## config.mk

```make
export PLATFORM = sky130hd
export DESIGN_NAME = jk_reg_bank
export DESIGN_NICKNAME = d
export VERILOG_FILES = /design/src/rtl/jk_reg_bank.sv
export SDC_FILE = /design/constraint.sdc
export NUM_CORES = 1
export LEC_CHECK = 0
export BUFFER_PORTS_ARGS = -buffer_cell sky130_fd_sc_hd__buf_4
export CAP_MARGIN = 20
export CORE_MARGIN = 2
export CORE_UTILIZATION = 49
export DETAILED_ROUTE_END_ITERATION = 6
export PLACE_DENSITY = 0.76
export SYNTH_ARGS = -nofsm -noshare
export SYNTH_HDL_FRONTEND = slang
export SYNTH_SLANG_ARGS = --single-unit
```

## constraint.sdc

```tcl
create_clock -name clk -period 2.3 [get_ports clk]
set_input_delay 0.575 -clock clk [delete_from_list [all_inputs] [get_ports clk]]
set_output_delay 0.575 -clock clk [all_outputs]
set_load 0.1 [all_outputs]
```

## src/rtl/jk_reg_bank.sv

```systemverilog
// Bank of WIDTH JK flip-flops sharing one clock, with counter and load modes.
// Registered terminal-count and change flags accompany every q update.
module jk_reg_bank #(
  parameter int               WIDTH   = 4,
  parameter logic [WIDTH-1:0] RST_VAL = '0
) (
  input  logic             clk,
  input  logic             rst,
  input  logic             en,
  input  logic [1:0]       mode,
  input  logic [WIDTH-1:0] j,
  input  logic [WIDTH-1:0] k,
  output logic [WIDTH-1:0] q,
  output logic             tc,
  output logic             chg
);

  localparam logic [1:0] MODE_JK   = 2'b00;
  localparam logic [1:0] MODE_UP   = 2'b01;
  localparam logic [1:0] MODE_DOWN = 2'b10;
  localparam logic [1:0] MODE_LOAD = 2'b11;

  localparam logic [WIDTH-1:0] ONE = WIDTH'(1);

  logic [WIDTH-1:0] q_q, q_d;
  logic             tc_q, tc_d;
  logic             chg_q, chg_d;

  // Per-bit JK characteristic equation: Q+ = J & ~Q | ~K & Q.
  function automatic logic [WIDTH-1:0] jk_next(input logic [WIDTH-1:0] cur,
                                               input logic [WIDTH-1:0] jv,
                                               input logic [WIDTH-1:0] kv);
    return (jv & ~cur) | (~kv & cur);
  endfunction

  always_comb begin
    q_d   = q_q;
    tc_d  = 1'b0;
    chg_d = 1'b0;
    if (en) begin
      case (mode)
        MODE_JK:   q_d = jk_next(q_q, j, k);
        MODE_UP:   q_d = q_q + ONE;
        MODE_DOWN: q_d = q_q - ONE;
        MODE_LOAD: q_d = j;
        default:   q_d = q_q;
      endcase
      // Terminal count flags the edge that produces the wrapped value.
      tc_d  = ((mode == MODE_UP) && (&q_q)) || ((mode == MODE_DOWN) && !(|q_q));
      chg_d = (q_d != q_q);
    end
  end

  always_ff @(posedge clk) begin
    if (!rst) begin
      q_q   <= RST_VAL;
      tc_q  <= 1'b0;
      chg_q <= 1'b0;
    end else begin
      q_q   <= q_d;
      tc_q  <= tc_d;
      chg_q <= chg_d;
    end
  end

  assign q   = q_q;
  assign tc  = tc_q;
  assign chg = chg_q;

endmodule

```

; Yosys cells after proc, flatten, opt, wreduce, memory -nomap -nowiden
; Index checks and enable logic that the tools add are counted.
[totals]
ff_bits = 6
[classes]
mux = 2
add_sub_neg = 2
reduce_logical = 8
n_eq_ne = 4
n_bitwise = 5
[ops]
columns = op, n
row1 = $pmux 4 s4, 1
row2 = $and 4x4->4, 2
row3 = $not 4->4, 2
row4 = $add 4x1->4 const B, 1
row5 = $eq 2x2->1 const B, 2
row6 = $mux 4, 1
row7 = $ne 4x4->1, 1
row8 = $or 4x4->4, 1
row9 = $reduce_and 4->1, 1
row10 = $reduce_or 4->1, 1
row11 = $sub 4x1->4 const B, 1
row12 = $eq 2x1->1 const B, 1
row13 = $logic_and 1x1->1, 2
row14 = $logic_not 2->1, 1
row15 = $reduce_and 2->1, 1
row16 = $logic_not 1->1, 1
row17 = $logic_or 1x1->1, 1

; Logic depth before layout (Yosys ltp)
; Gate-level depths: netlist of the first run.
[depth]
ltp_word = 6
mapped_depth = 9
mapped_depth_nobuf = 9

; Worst setup path before layout of the first run
; Ideal clock, no wire load.
[synth_path]
path_type = reg-to-reg
start = register q_q[1], in the netlist q[1]
end = register chg_q, in the netlist chg
arrival_ns = 2.206
path_stages_with_launch = 9
period_less_slack_ns = 2.327
required_ns = 2.178
slack_ns = -0.027
setup_ns = 0.122
path_buffers = 1
path_cell_list = dfxtp_1 buf_6 xor2_1 ha_1 nand2_1 o21ai_0 o22ai_1 nand3_1 o311a_1
[synth_between]
elab_chain_cells = 6
[synth_lines]
columns = item, line
row1 = start: declaration, 25  ; logic [WIDTH-1:0] q_q, q_d;
row2 = start signal: assignment, 60  ; q_q <= q_d;
row3 = "parallel branches: the longest is 5 deep, another holds $sub 4x1->4", -
row4 = $ne 4x4->1 (*), 50  ; chg_d = (q_d != q_q);
row5 = end signal: assignment, 62  ; chg_q <= chg_d;
row6 = end: declaration, 27  ; logic chg_q, chg_d;
; Mark *: on every way between the ends. The select of a mux whose other input is x is not followed.
; A chain may end at the register's enable or synchronous reset.

; Worst setup path after layout of the first run
[layout_path]
start = input port mode[0]
end = register chg_q, in the netlist chg
[layout_between]
elab_chain_cells = 4
[layout_lines]
columns = item, line
row1 = start: declaration, 10  ; input logic [1:0] mode,
row2 = $eq 2x2->1 (tied with other cells), 41  ; case (mode)
row3 = $pmux 4 s4 (*), 41
row4 = $mux 4 (*), 40  ; if (en) begin
row5 = $ne 4x4->1 (*), 50
; Every way passes the cells marked *; elsewhere a longest branch is shown, timed or not. The select of a mux whose other input is x is not followed.

==> results.sh, run 1 <==
export IMPL_status="completed"
export IMPL_synth_edf_count=0
export IMPL_wirelength_um=1610
export IMPL_drt_iter0_drc=23
export IMPL_synthDistinctLibCells=35
export IMPL_syn_num_nets=104
export IMPL_numCtsBuffers=3
export IMPL_min_from="en"
export IMPL_htree_levels=1
export IMPL_place_congestion=0.837
export IMPL_yosys_most_used_dff="dfxtp_1"
export IMPL_worstMarginPinSlew_ns=0.382
export IMPL_regArea_sq_um=121
export IMPL_synth_avg_cell_area_sq_um=7.54
export IMPL_fill_cells=115
export IMPL_first_global_vias=585
export IMPL_drc=0
export IMPL_setup_worst_path_end_class="register"
export IMPL_synth_async_reset_ratio_pct=0
export IMPL_cts_root_buf="clkbuf_4"
export IMPL_netlist_area_sq_um=641
export IMPL_clock_skew_ns=0.00370
export IMPL_final_nets=125
export IMPL_startpoint="mode[0]"
export IMPL_core_rowCount=13
export IMPL_core_area_sq_um=1250
export IMPL_reg2reg_depth=7
export IMPL_clk_pin_slew_worst_paths_ns=0.05
export IMPL_grtUsageTotal_pct=24.2
export IMPL_stdcell_count=119
export IMPL_ys_warn_count=0
export IMPL_maxSlewHeadroom_pct=74.5
export IMPL_finalCritPeriodShare_pct=90.5
export IMPL_die_width_um=40.2
export IMPL_holdWs_ns=0.590
export IMPL_max_cap_viol_count=0
export IMPL_syn_inst=85
export IMPL_post_place_cells=116
export IMPL_via_per_inst=5.81
export IMPL_min_path_type="in -> reg"
export IMPL_holdPathStages=2
export IMPL_io_pins=19
export IMPL_diodes=0
export IMPL_worstPathRequired_ns=2.44
export IMPL_finalSetupViolCount=0
export IMPL_seq_area_frac_synth_pct=18.8
export IMPL_cts_resized=0
export IMPL_layout_setup_ws_ns=0.220
export IMPL_slew_viol_final=0
export IMPL_hpwl_um=1210
export IMPL_pre_cts_ws_ns=-0.00712
export IMPL_min_period_ns=2.08
export IMPL_ys_ff_latch=6
export IMPL_fin_util_pct=63.8
export IMPL_holdBufCountCts=0
export IMPL_syn_to_final_growth_pct=24.8
export IMPL_drive_above_1_share_pct=27.9
export IMPL_die_h_um=40.2
export IMPL_post_cts_buffers=0
export IMPL_r2r_start="q[1]"
export IMPL_rsz0062_at_grt="false"
export IMPL_cts_buffer_depth=2
export IMPL_routedWlPerCell_um=13.5
export IMPL_multiInputGateArea_sq_um=472
export IMPL_dr_pass1_iters=4
export IMPL_finalHoldViolCount=0
export IMPL_grt_ovfl_total=0
export IMPL_grt_max_degree=14
export IMPL_cellPowerDensity_nw_per_um2=525
export IMPL_startpoint_type="input pin"
export IMPL_vias=691
export IMPL_max_freq_ghz=0.481
export IMPL_port_buffers=18
export IMPL_cp_data_arrival_time_ns=2.22
export IMPL_power_leakage_nw=0.383
export IMPL_ir_drop_v=0.000264
export IMPL_clk_latency_ns=0.25
export IMPL_die_area_sq_um=1610
export IMPL_grt_pass1_wl_um=2560
export IMPL_cts_tree="yes"
export IMPL_cp_max_fo=11
export IMPL_initial_core_util_pct=51.1
export IMPL_clock_sinks=6
export IMPL_ant_nets=0
export IMPL_worst_setup_path_type="in -> reg"
export IMPL_antenna_found_initial=0
==> cells by family after synthesis <==
group / synth area share, %
buffers and inverters: 7.61
XOR/XNOR: 2.73
flip-flops: 18.8
adder cells (fa/ha/maj): 11.7
AND/OR/NAND/NOR: 25.8
AO/OA/AOI/OAI: 33.4
==> critical path, cell delays in order <==
cell	delay, ns
buf_4	0.12
inv_1	0.09
ha_1	0.39
nand2b_1	0.18
a21oi_1	0.08
a311oi_1	0.30
nand3_1	0.12
o311a_1	0.34
==> stage by stage <==
| step | power (mW) | setup TNS, ns | cell area [sq um] |
|---|---|---|---|
| floorplan | 0.270 | 0 | 642 |
| global placement | 0.313 | 0 | 777 |
| detailed placement | 0.317 | -0.00712 | 777 |
| CTS | 0.420 | 0 | 800 |
| global route | 0.443 | 0 | 800 |
| finish | 0.419 | 0 | 800 |
==> power breakdown <==
group,switching [mW],internal (mW)
Clock,0.0427,0.0593
Sequential,0.0158,0.113
Combinational,0.119,0.0697
==> worst paths after layout <==
check	end	slack, ns
setup / recovery	chg	0.22
hold / removal	q[1]	0.59
setup reg to reg	chg	0.58
hold reg to reg	q[1]	0.61
==> cell usage in the layout (no fill, tap or decap), types with 2 or more instances in the layout <==
cell,Yosys,layout
a311oi_1,2,2
nand2b_1,2,2
clkbuf_4,0,3
nand3_1,3,3
a21oi_1,6,6
nor2b_1,3,3
nand4_1,2,2
buf_4,0,20
o21ai_1,2,2
a22oi_1,3,3
inv_1,4,4
ha_1,6,6
dfxtp_1,6,5
nand2_1,8,8
o21ai_0,10,10
and2b_2,2,2
nor2_1,6,6
==> cells in the mapped netlist (2+ instances only) <==
cell type	count	area [sq um]
a311oi_1	2	17.5
nor2_1	6	22.5
nand2_1	8	30.0
a21oi_1	6	30.0
nor2b_1	3	18.8
o21ai_1	2	10.0
o21ai_0	10	50.1
a22oi_1	3	22.5
nand3_1	3	15.0
inv_1	4	15.0
nand2b_1	2	12.5
and2b_2	2	17.5
ha_1	6	75.1
dfxtp_1	6	120
nand4_1	2	12.5
==> cell type report <==
type / instances / area share (%)
multi-input cells: 71 / 59.0
clock buffers: 3 / 2.82
repair buffers: 20 / 18.8
flip-flops and latches: 6 / 15.2
inverters: 4 / 1.88
well taps: 15 / 2.35
==> per-layer routing <==
metal,vias up,global-route usage (%),part of all wire (%)
met5,-,0,0
met4,0,10.3,0.87
met3,2,2.22,5.0
met2,22,42.7,52
met1,312,29.3,42
li1,355,-,-
==> flip-flops by register name, summed over array words and instances, names as in the netlist <==
name and cells:
q 4, chg 1, tc 1
Note: power is estimated with default switching activity, not from simulation.
==> run 2, diff against run 1 <==
Clock period 2.3 ns to 2.38 ns, I/O delays scaled along.
==> run 2 against run 1 <==
Combinational power is essentially flat. Wire length grew 2.2%. First-iteration DRC count grew 17%. Clock skew grew 0.0048 ns. Via count grew 3.8%. Sequential share of layout area shrank 0.27 points. Final area grew 0.78%. Non-clock buffer count grew 1. Global-route usage grew 0.23 points. Critical path type unchanged. Critical endpoint unchanged.
==> results.sh, run 2 (synthesized netlist as in run 1, its figures left out) <==
export IMPL_power_leakage_nw=0.387
export IMPL_clock_skew_ns=0.00852
export IMPL_cts_tree="yes"
export IMPL_ir_drop_v=0.000207
export IMPL_worst_setup_path_type="in -> reg"
export IMPL_vias=717
export IMPL_net_switching_power_uw=177
export IMPL_crit_family="compound AO/OA/AOI/OAI gates"
export IMPL_worstMarginPinSlew_ns=0.379
export IMPL_ant_nets=0
export IMPL_wirelength_um=1650
export IMPL_slew_viol_final=0
export IMPL_crit_top_cell="ha_1"
export IMPL_grtUsageTotal_pct=24.4
export IMPL_switching_share_pct=42.9
export IMPL_drt_iter0_drc=27
export IMPL_power_frac_seq_pct=29.9
export IMPL_finalCritPeriodShare_pct=90.3
export IMPL_numCtsBuffers=3
export IMPL_cts_resized=0
export IMPL_post_cts_buffers=0
export IMPL_cp_max_fo=6
export IMPL_clk_latency_ns=0.26
export IMPL_cellPowerDensity_nw_per_um2=512
export IMPL_die_width_um=40.2
export IMPL_max_cap_viol_count=0
export IMPL_cts_root_buf="clkbuf_4"
export IMPL_htree_levels=1
export IMPL_min_period_ns=2.15
export IMPL_drc=0
export IMPL_final_nets=126
export IMPL_place_congestion=0.798
export IMPL_cp_slowest_stage_delay_ns=0.34
export IMPL_crit_buf_inv=2
export IMPL_routedWlPerCell_um=13.7
export IMPL_die_h_um=40.2
export IMPL_die_area_sq_um=1610
export IMPL_grt_ovfl_total=0
export IMPL_multiInputGateArea_sq_um=472
export IMPL_antenna_found_initial=0
export IMPL_port_buffers=18
export IMPL_finalSetupViolCount=0
export IMPL_holdBufCountCts=0
export IMPL_slowest_stage="o311a_1"
export IMPL_dr_pass1_iters=5
export IMPL_syn_to_final_growth_pct=25.8
export IMPL_p_clk_share_pct=24.9
export IMPL_finalHoldViolCount=0
export IMPL_setup_worst_path_end_class="register"
export IMPL_regArea_sq_um=120
export IMPL_min_path_type="in -> reg"
export IMPL_core_rowCount=13
export IMPL_mostFrequentLayoutCells="21 x buf_4, 10 x o21ai_0, 8 x nand2_1"
export IMPL_diodes=0
export IMPL_drive_above_1_share_pct=27.6
export IMPL_io_pins=19
export IMPL_p_comb_share_pct=45.2
export IMPL_cp_data_arrival_time_ns=2.30
export IMPL_max_freq_ghz=0.465
export IMPL_maxSlewHeadroom_pct=74.7
export IMPL_path_cells="buf_4 > inv_1 > ha_1 > xor2_1 > ha_1 > nand2_1 > o21ai_0 > o22ai_1 > nand3_1 > o311a_1"
export IMPL_rsz0062_at_grt="false"
export IMPL_status="completed"
export IMPL_grt_pass1_wl_um=2620
export IMPL_p_total_uw=413
export IMPL_finalInstanceArea_sq_um=806
export IMPL_hpwl_um=1220
export IMPL_via_per_inst=5.98
export IMPL_worstPathRequired_ns=2.53
export IMPL_cts_buffer_depth=2
export IMPL_core_area_sq_um=1250
export IMPL_intPower_uw=235
export IMPL_clock_sinks=6
export IMPL_fill_cells=108
export IMPL_grt_max_degree=14
export IMPL_initial_core_util_pct=51.1
export IMPL_startpoint_type="input pin"
export IMPL_final_common_cell="buf_4"
export IMPL_first_global_vias=634
export IMPL_largest_reg_flops=4
export IMPL_clk_pin_slew_worst_paths_ns=0.05
export IMPL_place_area_sq_um=783
==> run 2: final timing paths <==
check	from	to	slack (ns)	cells after the start
worst max-delay path	mode[0]	chg	0.23	10
worst min-delay path	en	q[1]	0.60	2
worst max register to register	q[1]	chg	0.53	7
worst min register to register	q[3]	q[3]	0.65	2
==> run 2: cell type report <==
type                       instances  share of cell area [%]
multi-input combinational         71                    58.5
clock buffer                       3                    2.80
inverter                           4                    1.86
sequential                         6                    14.9
tap                               15                    2.33
timing repair buffer              21                    19.6
==> run 2: per-stage QoR <==
stage	setup slack, ns	hold slack, ns	TNS [ns]	util, %	cells
6_report	0.230	0.601	0	64.3	120
5_1_grt	0.0595	0.613	0	64.3	120
4_1_cts	0.243	0.602	0	64.3	120
3_5_place_dp	-0.0247	0.636	-0.0247	62.5	117
3_3_place_gp	0.0572	0.626	0	62.5	117
2_1_floorplan	0.0526	0.714	0	-	85
==> run 2: layer usage <==
metal,share of wire [%],wire (um),vias up,GRT usage (%)
met2,48,786,25,37.9
met1,45,738,335,30.9
li1,-,-,352,-
met5,0,0,-,0
met4,2.6,42,0,16.4
met3,4.7,78,5,3.33
==> run 2: power by group through the flow <==
stage | combinational (mW) | clock (mW) | sequential [mW]
detailed placement | 0.184 | 0 | 0.125
global route | 0.202 | 0.107 | 0.126
floorplan | 0.0886 | 0 | 0.172
finish | 0.186 | 0.103 | 0.124
CTS | 0.185 | 0.101 | 0.123
global placement | 0.180 | 0 | 0.125
==> run 3, diff against run 2 <==
Settings changed: CTS_CLUSTER_SIZE from default to 12, MAX_ROUTING_LAYER from default to met4.
==> run 3 against run 2 <==
Combinational power about the same. Wire length decreased by 0.61%. Flip-flop and latch count did not move. Die area is the same. Final area is the same. Register-to-register slack hardly changed. Setup slack got worse by 0.0058 ns. Sequential power about the same. Power decreased by 0.87%. Sequential share of layout area is the same.
==> results.sh, run 3 (synthesized netlist as in run 1, its figures left out) <==
export IMPL_status="completed"
export IMPL_htree_levels=1
export IMPL_clock_sinks=6
export IMPL_dr_pass1_iters=4
export IMPL_finalCritPeriodShare_pct=90.6
export IMPL_clk_pin_slew_worst_paths_ns=0.05
export IMPL_rsz0062_at_grt="false"
export IMPL_core_area_sq_um=1250
export IMPL_syn_to_final_growth_pct=25.8
export IMPL_fin_util_pct=64.3
export IMPL_initial_core_util_pct=51.1
export IMPL_worst_setup_path_type="in -> reg"
export IMPL_io_pins=19
export IMPL_via_per_inst=6.09
export IMPL_mostFrequentLayoutCells="21 x buf_4, 10 x o21ai_0, 8 x nand2_1"
export IMPL_min_period_ns=2.16
export IMPL_largest_reg_flops=4
export IMPL_antenna_found_initial=0
export IMPL_post_cts_buffers=0
export IMPL_final_nets=126
export IMPL_drive_above_1_share_pct=27.6
export IMPL_grt_pass1_wl_um=2620
export IMPL_grt_ovfl_total=0
export IMPL_worstMarginPinSlew_ns=0.383
export IMPL_cts_root_buf="clkbuf_4"
export IMPL_first_global_vias=633
export IMPL_holdBufCountCts=0
export IMPL_max_freq_ghz=0.464
export IMPL_stdcell_count=120
export IMPL_cp_max_fo=6
export IMPL_post_place_cells=117
export IMPL_max_cap_viol_count=0
export IMPL_wirelength_um=1640
export IMPL_maxSlewHeadroom_pct=74.4
export IMPL_p_total_uw=409
export IMPL_port_buffers=18
export IMPL_setup_worst_path_end_class="register"
export IMPL_die_area_sq_um=1610
export IMPL_power_leakage_nw=0.387
export IMPL_numCtsBuffers=3
export IMPL_cts_resized=0
export IMPL_finalSetupViolCount=0
export IMPL_vias=731
export IMPL_clock_skew_ns=0.00696
export IMPL_ir_drop_v=0.000204
export IMPL_drt_iter0_drc=27
export IMPL_finalInstanceArea_sq_um=806
export IMPL_finalHoldViolCount=0
export IMPL_slew_viol_final=0
export IMPL_cts_buffer_depth=2
export IMPL_worst_r2r_setup_slack_ns=0.53
export IMPL_ant_nets=0
export IMPL_die_h_um=40.2
export IMPL_die_width_um=40.2
export IMPL_grtUsageTotal_pct=25.1
export IMPL_clk_latency_ns=0.25
export IMPL_worstPathRequired_ns=2.52
export IMPL_place_congestion=0.810
export IMPL_core_rowCount=13
export IMPL_routedWlPerCell_um=13.6
export IMPL_min_path_type="in -> reg"
export IMPL_final_common_cell="buf_4"
export IMPL_cellPowerDensity_nw_per_um2=508
export IMPL_diodes=0
export IMPL_place_area_sq_um=783
export IMPL_drc=0
export IMPL_cp_data_arrival_time_ns=2.30
export IMPL_cts_tree="yes"
export IMPL_grt_max_degree=14
export IMPL_startpoint_type="input pin"
export IMPL_hpwl_um=1220
[run 3: path summary, 6_finish.rpt]
kind / cells past startpoint / to / start
worst min-delay path: 2 / q[1] / en
worst max-delay path: 10 / chg / mode[0]
worst min register to register: 2 / q[3] / q[3]
worst max register to register: 7 / chg / q[1]
[run 3: final cells by class]
type | instances | area [sq um]
clock buffers | 3 | 22.5
fillers | 108 | 447
inverters | 4 | 15.0
multi-input cells | 71 | 472
flip-flops and latches | 6 | 120
well taps | 15 | 18.8
repair buffers | 21 | 158
[run 3: routing by layer]
metal  global-route usage, %  up-vias  part of all wire (%)
li1                        -      353                     -
met3                    3.33       11                   5.0
met5                       -        -                     0
met4                    16.4        0                   3.7
met1                    30.9      338                    44
met2                    37.9       29                    47
[run 3: worst max-delay path, cell delays in order]
cell and delay, ns:
buf_4 0.12, inv_1 0.10, ha_1 0.27, xor2_1 0.17, ha_1 0.26, nand2_1 0.07, o21ai_0 0.07, o22ai_1 0.19
nand3_1 0.12, o311a_1 0.34
[run 3: per-stage QoR]
stage               setup TNS (ns)  setup WS (ns)  hold slack, ns
floorplan                        0         0.0526           0.714
global placement                 0         0.0572           0.626
detailed placement         -0.0247        -0.0247           0.636
CTS                              0          0.243           0.602
global route                     0         0.0595           0.613
finish                           0          0.224           0.607
[run 3: where the power goes]
part | internal (mW) | switching, mW
combinational | 0.0694 | 0.117
sequential | 0.108 | 0.0153
clock | 0.0574 | 0.0418
total | 0.235 | 0.174
